`src/rtl/vga_timing_if.sv`:
```
// Video timing bundle: advance enable in, raster position and sync/strobe outputs.
interface vga_timing_if;
  logic       en;
  logic [9:0] col;
  logic [9:0] row;
  logic       valid;
  logic       hsync;
  logic       vsync;
  logic       frame_start;
  logic       line_end;
  logic [7:0] frame_count;

  modport master (
    input  en,
    output col, row, valid, hsync, vsync, frame_start, line_end, frame_count
  );

  modport slave (
    output en,
    input  col, row, valid, hsync, vsync, frame_start, line_end, frame_count
  );
endinterface

```
`src/rtl/vga_timing.sv`:
```
// Raster timing generator: free-running h/v counters with a registered decode
// stage, so every output is aligned to the same (col,row) one cycle behind the counters.
module vga_timing #(
  parameter int unsigned H_VISIBLE   = 640,
  parameter int unsigned H_FRONT     = 16,
  parameter int unsigned H_SYNC      = 96,
  parameter int unsigned H_BACK      = 48,
  parameter int unsigned V_VISIBLE   = 480,
  parameter int unsigned V_FRONT     = 10,
  parameter int unsigned V_SYNC      = 2,
  parameter int unsigned V_BACK      = 33,
  parameter logic        SYNC_ACTIVE = 1'b0
) (
  input  logic          clk,
  input  logic          reset,
  vga_timing_if.master  vif
);

  localparam int unsigned H_TOTAL = H_VISIBLE + H_FRONT + H_SYNC + H_BACK;
  localparam int unsigned V_TOTAL = V_VISIBLE + V_FRONT + V_SYNC + V_BACK;

  localparam logic [9:0] H_LAST   = 10'(H_TOTAL - 1);
  localparam logic [9:0] V_LAST   = 10'(V_TOTAL - 1);
  localparam logic [9:0] H_VIS    = 10'(H_VISIBLE);
  localparam logic [9:0] V_VIS    = 10'(V_VISIBLE);
  localparam logic [9:0] HS_FIRST = 10'(H_VISIBLE + H_FRONT);
  localparam logic [9:0] HS_LAST  = 10'(H_VISIBLE + H_FRONT + H_SYNC - 1);
  localparam logic [9:0] VS_FIRST = 10'(V_VISIBLE + V_FRONT);
  localparam logic [9:0] VS_LAST  = 10'(V_VISIBLE + V_FRONT + V_SYNC - 1);

  logic [9:0] h_cnt;
  logic [9:0] v_cnt;
  logic       h_wrap;
  logic       v_wrap;
  logic       valid_d;
  logic       hsync_d;
  logic       vsync_d;
  logic       frame_start_d;

  // Decode of the pre-advance counter values; registered below as outputs.
  always_comb begin
    h_wrap        = (h_cnt == H_LAST);
    v_wrap        = (v_cnt == V_LAST);
    valid_d       = (h_cnt < H_VIS) && (v_cnt < V_VIS);
    hsync_d       = ((h_cnt >= HS_FIRST) && (h_cnt <= HS_LAST)) ? SYNC_ACTIVE : ~SYNC_ACTIVE;
    vsync_d       = ((v_cnt >= VS_FIRST) && (v_cnt <= VS_LAST)) ? SYNC_ACTIVE : ~SYNC_ACTIVE;
    frame_start_d = (h_cnt == '0) && (v_cnt == '0);
  end

  always_ff @(posedge clk) begin
    if (reset) begin
      h_cnt           <= '0;
      v_cnt           <= '0;
      vif.col         <= '0;
      vif.row         <= '0;
      vif.valid       <= 1'b0;
      vif.hsync       <= ~SYNC_ACTIVE;
      vif.vsync       <= ~SYNC_ACTIVE;
      vif.frame_start <= 1'b0;
      vif.line_end    <= 1'b0;
      vif.frame_count <= '0;
    end else if (vif.en) begin
      h_cnt <= h_wrap ? '0 : h_cnt + 10'd1;
      if (h_wrap) begin
        v_cnt <= v_wrap ? '0 : v_cnt + 10'd1;
      end
      vif.col         <= h_cnt;
      vif.row         <= v_cnt;
      vif.valid       <= valid_d;
      vif.hsync       <= hsync_d;
      vif.vsync       <= vsync_d;
      vif.frame_start <= frame_start_d;
      vif.line_end    <= h_wrap;
      // Counted on the edge that presents the last pixel of the frame.
      if (h_wrap && v_wrap) begin
        vif.frame_count <= vif.frame_count + 8'd1;
      end
    end
  end

endmodule

```
`src/flat_wrapper.sv`:
```
// flat-port wrapper written by rule: the top's interface ports become plain ports
module vga_timing_flat 
#(
  parameter int unsigned H_VISIBLE   = 640,
  parameter int unsigned H_FRONT     = 16,
  parameter int unsigned H_SYNC      = 96,
  parameter int unsigned H_BACK      = 48,
  parameter int unsigned V_VISIBLE   = 480,
  parameter int unsigned V_FRONT     = 10,
  parameter int unsigned V_SYNC      = 2,
  parameter int unsigned V_BACK      = 33,
  parameter logic        SYNC_ACTIVE = 1'b0
)
  (clk, reset, vif_en, vif_col, vif_row, vif_valid, vif_hsync, vif_vsync, vif_frame_start, vif_line_end, vif_frame_count);
  vga_timing_if vif_i ();
  input  logic clk;
  input  logic reset;
  input wire logic [$bits(vif_i.en)-1:0] vif_en;
  output wire logic [$bits(vif_i.col)-1:0] vif_col;
  output wire logic [$bits(vif_i.row)-1:0] vif_row;
  output wire logic [$bits(vif_i.valid)-1:0] vif_valid;
  output wire logic [$bits(vif_i.hsync)-1:0] vif_hsync;
  output wire logic [$bits(vif_i.vsync)-1:0] vif_vsync;
  output wire logic [$bits(vif_i.frame_start)-1:0] vif_frame_start;
  output wire logic [$bits(vif_i.line_end)-1:0] vif_line_end;
  output wire logic [$bits(vif_i.frame_count)-1:0] vif_frame_count;
  assign vif_i.en = vif_en;
  assign vif_col = vif_i.col;
  assign vif_row = vif_i.row;
  assign vif_valid = vif_i.valid;
  assign vif_hsync = vif_i.hsync;
  assign vif_vsync = vif_i.vsync;
  assign vif_frame_start = vif_i.frame_start;
  assign vif_line_end = vif_i.line_end;
  assign vif_frame_count = vif_i.frame_count;
  vga_timing #(.H_VISIBLE(H_VISIBLE), .H_FRONT(H_FRONT), .H_SYNC(H_SYNC), .H_BACK(H_BACK), .V_VISIBLE(V_VISIBLE), .V_FRONT(V_FRONT), .V_SYNC(V_SYNC), .V_BACK(V_BACK), .SYNC_ACTIVE(SYNC_ACTIVE)) u_core (.clk(clk), .reset(reset), .vif(vif_i));
endmodule
```
`config.mk`:
```
export PLATFORM = sky130hd
export DESIGN_NAME = vga_timing_flat
export DESIGN_NICKNAME = d
export VERILOG_FILES = /design/src/rtl/vga_timing_if.sv /design/src/rtl/vga_timing.sv /design/src/flat_wrapper.sv
export SDC_FILE = /design/constraint.sdc
export NUM_CORES = 1
export LEC_CHECK = 0
export CORE_UTILIZATION = 30
export DETAILED_ROUTE_END_ITERATION = 8
export PLACE_DENSITY = 0.49
export SETUP_SLACK_MARGIN = 0.4
export SLEW_MARGIN = 20
export SYNTH_ARGS = -nofsm -noshare
export SYNTH_HDL_FRONTEND = slang
export SYNTH_SLANG_ARGS = --single-unit
```
`constraint.sdc`:
```
create_clock -name clk -period 4.83 [get_ports clk]
set_input_delay 1.2075 -clock clk [delete_from_list [all_inputs] [get_ports clk]]
set_output_delay 1.2075 -clock clk [all_outputs]
set_load 0.05 [all_outputs]
```
==> results of run 1 <==
-- cell type report --
| class | instances | area (um^2) |
|---|---|---|
| Fill cell | 801 | 4880 |
| Multi-Input combinational cell | 188 | 1250 |
| Sequential cell | 53 | 1060 |
| Timing Repair Buffer | 37 | 365 |
| Inverter | 10 | 37.5 |
| Tap cell | 102 | 128 |
| Clock buffer | 7 | 86.3 |
-- power breakdown --
part	internal, mW	switching, mW	total [mW]	leakage (nW)
clock	0.114	0.140	0.254	0.0443
sequential	0.440	0.00291	0.443	0.428
combinational	0.0136	0.0259	0.0395	0.532
total	0.567	0.169	0.736	1.00
-- worst paths after layout --
path,from,to,slack (ns)
hold reg to reg,u_core.vif.frame_count[7],u_core.vif.frame_count[7],0.49
setup reg to reg,u_core.h_cnt[1],u_core.v_cnt[4],2.03
hold / removal,u_core.vif.frame_count[7],u_core.vif.frame_count[7],0.49
setup / recovery,vif_en,u_core.v_cnt[4],1.47
-- registers in the layout, summed over array words and instances, names as in the netlist, 8 cells and up --
register and count:
u_core.v_cnt 10, u_core.vif.col 10, u_core.h_cnt 10, u_core.vif.row 10, u_core.vif.frame_count 8
-- cells by family (layout without fill, tap and decap cells) --
group	count (synthesis)	count (layout)	share of synthesized area
AO/OA/AOI/OAI	35	35	0.0876
XOR/XNOR	12	12	0.0430
adder cells (fa/ha/maj)	6	6	0.0307
buffers and inverters	30	54	0.0538
flip-flops	53	53	0.434
multiplexers	21	21	0.0860
AND/OR/NAND/NOR	114	114	0.265
-- through the flow --
stage | utilization | instance area, um^2
floorplan | - | 2440
global placement | 0.364 | 2840
detailed placement | 0.364 | 2840
CTS | 0.375 | 2930
global route | 0.375 | 2930
finish | 0.375 | 2930
-- worst max-delay path, delay by kind of cell --
| kind | cells | cell delay [ns] |
|---|---|---|
| compound gates | 1 | 0.65 |
| simple gates | 3 | 1.19 |
| buf+inv | 1 | 0.48 |
-- metal layers --
layer / GRT usage / share of wire
met1: 0.194 / 0.49
met4: 0.0430 / 0.013
met5: 0 / 0
met2: 0.223 / 0.45
met3: 0.0323 / 0.042
-- cell usage after synthesis (all sizes together), types with 6 or more instances --
library cell,count
ha,6
o21ai,8
o31ai,6
a21oi,14
nand2,13
nor3,9
mux2i,21
xnor2,9
buf,8
nor2,35
clkbuf,12
nand4,10
or4,9
nor4,9
nand3,10
dfxtp,53
inv,10
==> flow_summary.ini, run 1 <==
[drt]
viasPerCell = 5.09
totalWireLength_um = 5720
routedWlPerCell_um = 14.4
firstDrtPassIters = 4
vias = 2022
drt_iter0_drc = 88
ant_nets = 0
drc = 0

[sta]
setup_violations = 0
max_slew_margin = 0.369
setup-tns-final_ns = 0
hold_violations = 0
hold_ws_ns = 0.487
drv_slew = 0
rsz0062_at_grt = no
setup_slack_ns = 1.47
fin_crit_sh = 0.696
fmax_ghz = 0.297
final.min_clock_period_ns = 3.36
clock_skew_ns = 0.00446
worst_slew_pin_slew_ns = 0.943

[logic_synthesis]
avgSynthCellArea_um2 = 9.02
dominantRegCellSynth = dfxtp_1
ys_seq_area_frac = 0.434
synth-edff-count = 0
ys_ff_latch = 53
netlist_top_cells_area = dfxtp_1 (43%), mux2i_1 (8.6%), nor2_1 (5.4%), xnor2_1 (3.2%), ha_1 (3.1%)
synthArstFlopShare = 0
synth.distinct_cells = 42
syn_nets = 280
synth_top_area_frac = 0.434
yosysTopAreaCell = dfxtp_1
syn_area_um2 = 2440
synth-warning-count = 0
syn_inst = 271

[clock_network]
cts_max_path_buffers = 2
h-tree-depth = 2
cts_sinks = 53
post-cts-setup-buffer-count = 0
cts_inserted_buffers = 5
clockRootBuffer = clkbuf_8
cts_hold_buf = 0
cts_tree = built
clkTransAtPathRegs_ns = 0.09
clk_latency_ns = 0.30
cts_resized = 0

[global_route]
first_global_vias = 1911
gr-total-overflow = 0
gr-usage-all-layers = 0.142
antenna_found_initial = 0
grt_first_pass_wirelength_um = 9600
grt_max_degree = 33

[floorplan]
fp.dieH_um = 92.3
core-area_um2 = 7810
start_util = 0.313
die_x_um = 92.3
pin_count = 36
fp-row-count = 32
dieArea_um2 = 8510

[worst_setup_path]
required_ns = 5.00
cpMaxStageDelayCell = or4_1
cp-end-kind = flop
reg2reg_depth = 5
cp_max_fo = 18
setup.worst_path.start_class = input port
cpPeakStageDelay_ns = 0.83
path_cells = clkdlybuf4s50_1 > nand3_1 > or4_1 > o21ai_0 > nor2_1
arrival_ns = 3.53
setup.worst_path.class = in -> reg

[pwr]
p_leak_nw = 1.00
power.density_nw_per_um2 = 251
irDropWorstVdd_mv = 0.0925
p_total_mw = 0.736

[finish]
areaGrowthSynthToFinish_pct = 19.9
final_cells = 397
final_nets = 304
antenna_cells = 0
drive_gt1_frac = 0.0475
layout_common_cells = dfxtp_1 (53), nor2_1 (35), clkdlybuf4s50_1 (35)
final_common_cell = dfxtp_1

[min_path]
worstHoldPathType = reg -> reg
hold_path_depth = 2

[place]
dp_hpwl_um = 3870
port_buffers = 35
dp_cells = 390
place_ws_ns = 1.19
place_congestion = 0.753

[run]
max_cap_viol_count = 0

[status]
status = complete, no violations
Power figures use the tool's default switching activity.
==> run 2, diff against run 1 <==
==> constraint.sdc (replaced) <==
create_clock -name clk -period 3.1 [get_ports clk]
set_input_delay 0.775 -clock clk [delete_from_list [all_inputs] [get_ports clk]]
set_output_delay 0.775 -clock clk [all_outputs]
set_load 0.05 [all_outputs]
==> flow_summary.ini, run 2 (same netlist as run 1, synthesis figures left out) <==
[status]
status = complete, no violations

[clock_network]
cts_inserted_buffers = 5
clockRootBuffer = clkbuf_8
cts_max_path_buffers = 2
clk_latency_ns = 0.31
h-tree-depth = 2
cts_tree = built
cts_sinks = 53
clkTransAtPathRegs_ns = 0.09

[sta]
fmax_ghz = 0.414
final.min_clock_period_ns = 2.41
setup-tns-final_ns = 0
hold_ws_ns = 0.487
drv_slew = 0
clock_skew_ns = 0.00812
rsz0062_at_grt = no
hold_violations = 0
setup_violations = 0
max_slew_margin = 0.663
worst_slew_pin_slew_ns = 0.504
fin_crit_sh = 0.778

[drt]
totalWireLength_um = 5810
vias = 2020
routedWlPerCell_um = 14.4
drc = 0
viasPerCell = 4.99
ant_nets = 0
drt_iter0_drc = 114
firstDrtPassIters = 4

[pwr]
p_leak_nw = 1.05
swShare = 0.231
switching_power_mw = 0.273
power.density_nw_per_um2 = 395
pwr-share-seq = 0.583
combPwrFrac = 0.054
p_int_mw = 0.910
irDropWorstVdd_mv = 0.223
p_clk_frac = 0.363

[global_route]
gr-usage-all-layers = 0.146
gr-total-overflow = 0
antenna_found_initial = 0
grt_max_degree = 33
grt_first_pass_wirelength_um = 9890
first_global_vias = 1887

[finish]
design_area_um2 = 3000
layout_common_cells = dfxtp_1 (53), nor2_1 (35), clkdlybuf4s50_1 (35)
fillers = 821
final_nets = 311
antenna_cells = 0
final_common_cell = dfxtp_1
areaGrowthSynthToFinish_pct = 22.8
drive_gt1_frac = 0.0792

[place]
dp_hpwl_um = 3910
port_buffers = 35
place_congestion = 0.782
dpl_cell_area_um2 = 2900

[floorplan]
pin_count = 36
fp-row-count = 32
core-area_um2 = 7810
start_util = 0.313
fp.dieH_um = 92.3
dieArea_um2 = 8510
die_x_um = 92.3

[min_path]
whs_endpoint = u_core.vif.frame_count[7]
hold_path_depth = 2
hold_start = u_core.vif.frame_count[7]
worstHoldPathType = reg -> reg

[worst_setup_path]
reg2reg_depth = 5
arrival_ns = 2.66
r2r_end = u_core.vif.frame_count[4]
setup.worst_path.class = in -> reg
setup.worst_path.start_class = input port
regToRegStartpoint = u_core.h_cnt[1]
rrSetupSlack_ns = 0.81
required_ns = 3.34
cp-end-kind = flop
cp_max_fo = 18

[run]
max_cap_viol_count = 0
## run 2: timing repair
| action | 4_1_cts | 5_1_grt |
|---|---|---|
| hold buffers | 0 | 0 |
| gates resized for setup | 0 | 1 |
| setup buffers | 0 | 0 |
| endpoints found under the setup margin | 0 | 1 |
## run 2: layout make-up
cell class              count  area [um^2]  area share
flip-flops and latches     53         1060       0.354
clock buffers               7         96.3      0.0321
multi-input cells         188         1250       0.418
repair buffers             44          418       0.139
inverters                  10         37.5      0.0125
well taps                 102          128      0.0425
clock inverters             1         5.00     0.00167
## run 2: critical path, stage by stage
cell and delay, ns:
clkdlybuf4s50_1 0.48, nand3_1 0.09, or4_4 0.62, or4_1 0.53
a21oi_1 0.15
## run 2: routing by layer
metal / up-vias / share of wire / track usage
met5: - / 0 / 0
met4: 0 / 0.013 / 0.0469
met3: 7 / 0.029 / 0.0265
met2: 32 / 0.44 / 0.221
met1: 951 / 0.52 / 0.208
li1: 1030 / - / -
## run 2: power groups by stage
stage,Clock (mW),Sequential (mW),Combinational (mW)
4_1_cts,0.447,0.691,0.0649
2_1_floorplan,0,0.714,0.0344
3_5_place_dp,0,0.706,0.0648
3_3_place_gp,0,0.707,0.0648
6_report,0.429,0.690,0.0638
5_1_grt,0.474,0.692,0.0692
## run 2: worst max-delay path by stage
stage | end | slack (ns) | cells past startpoint | start
floorplan | u_core.vif.frame_count[5] | 0.79 | 6 | vif_en
global route | u_core.h_cnt[9] | 0.54 | 6 | vif_en
finish | u_core.vif.frame_count[4] | 0.69 | 5 | vif_en
CTS | u_core.vif.frame_count[6] | 0.50 | 5 | vif_en
global placement | u_core.vif.frame_count[3] | 0.21 | 5 | vif_en
detailed placement | u_core.vif.frame_count[6] | 0.17 | 5 | vif_en
## run 2: metrics by stage
stage | worst slack (ns) | std cells | total power, mW | utilization
after global routing | 0.537 | 405 | 1.24 | 0.384
after floorplan | 0.786 | 271 | 0.749 | -
after detailed placement | 0.174 | 397 | 0.771 | 0.371
after global placement | 0.206 | 397 | 0.771 | 0.371
final | 0.687 | 405 | 1.18 | 0.384
after CTS | 0.503 | 405 | 1.20 | 0.384
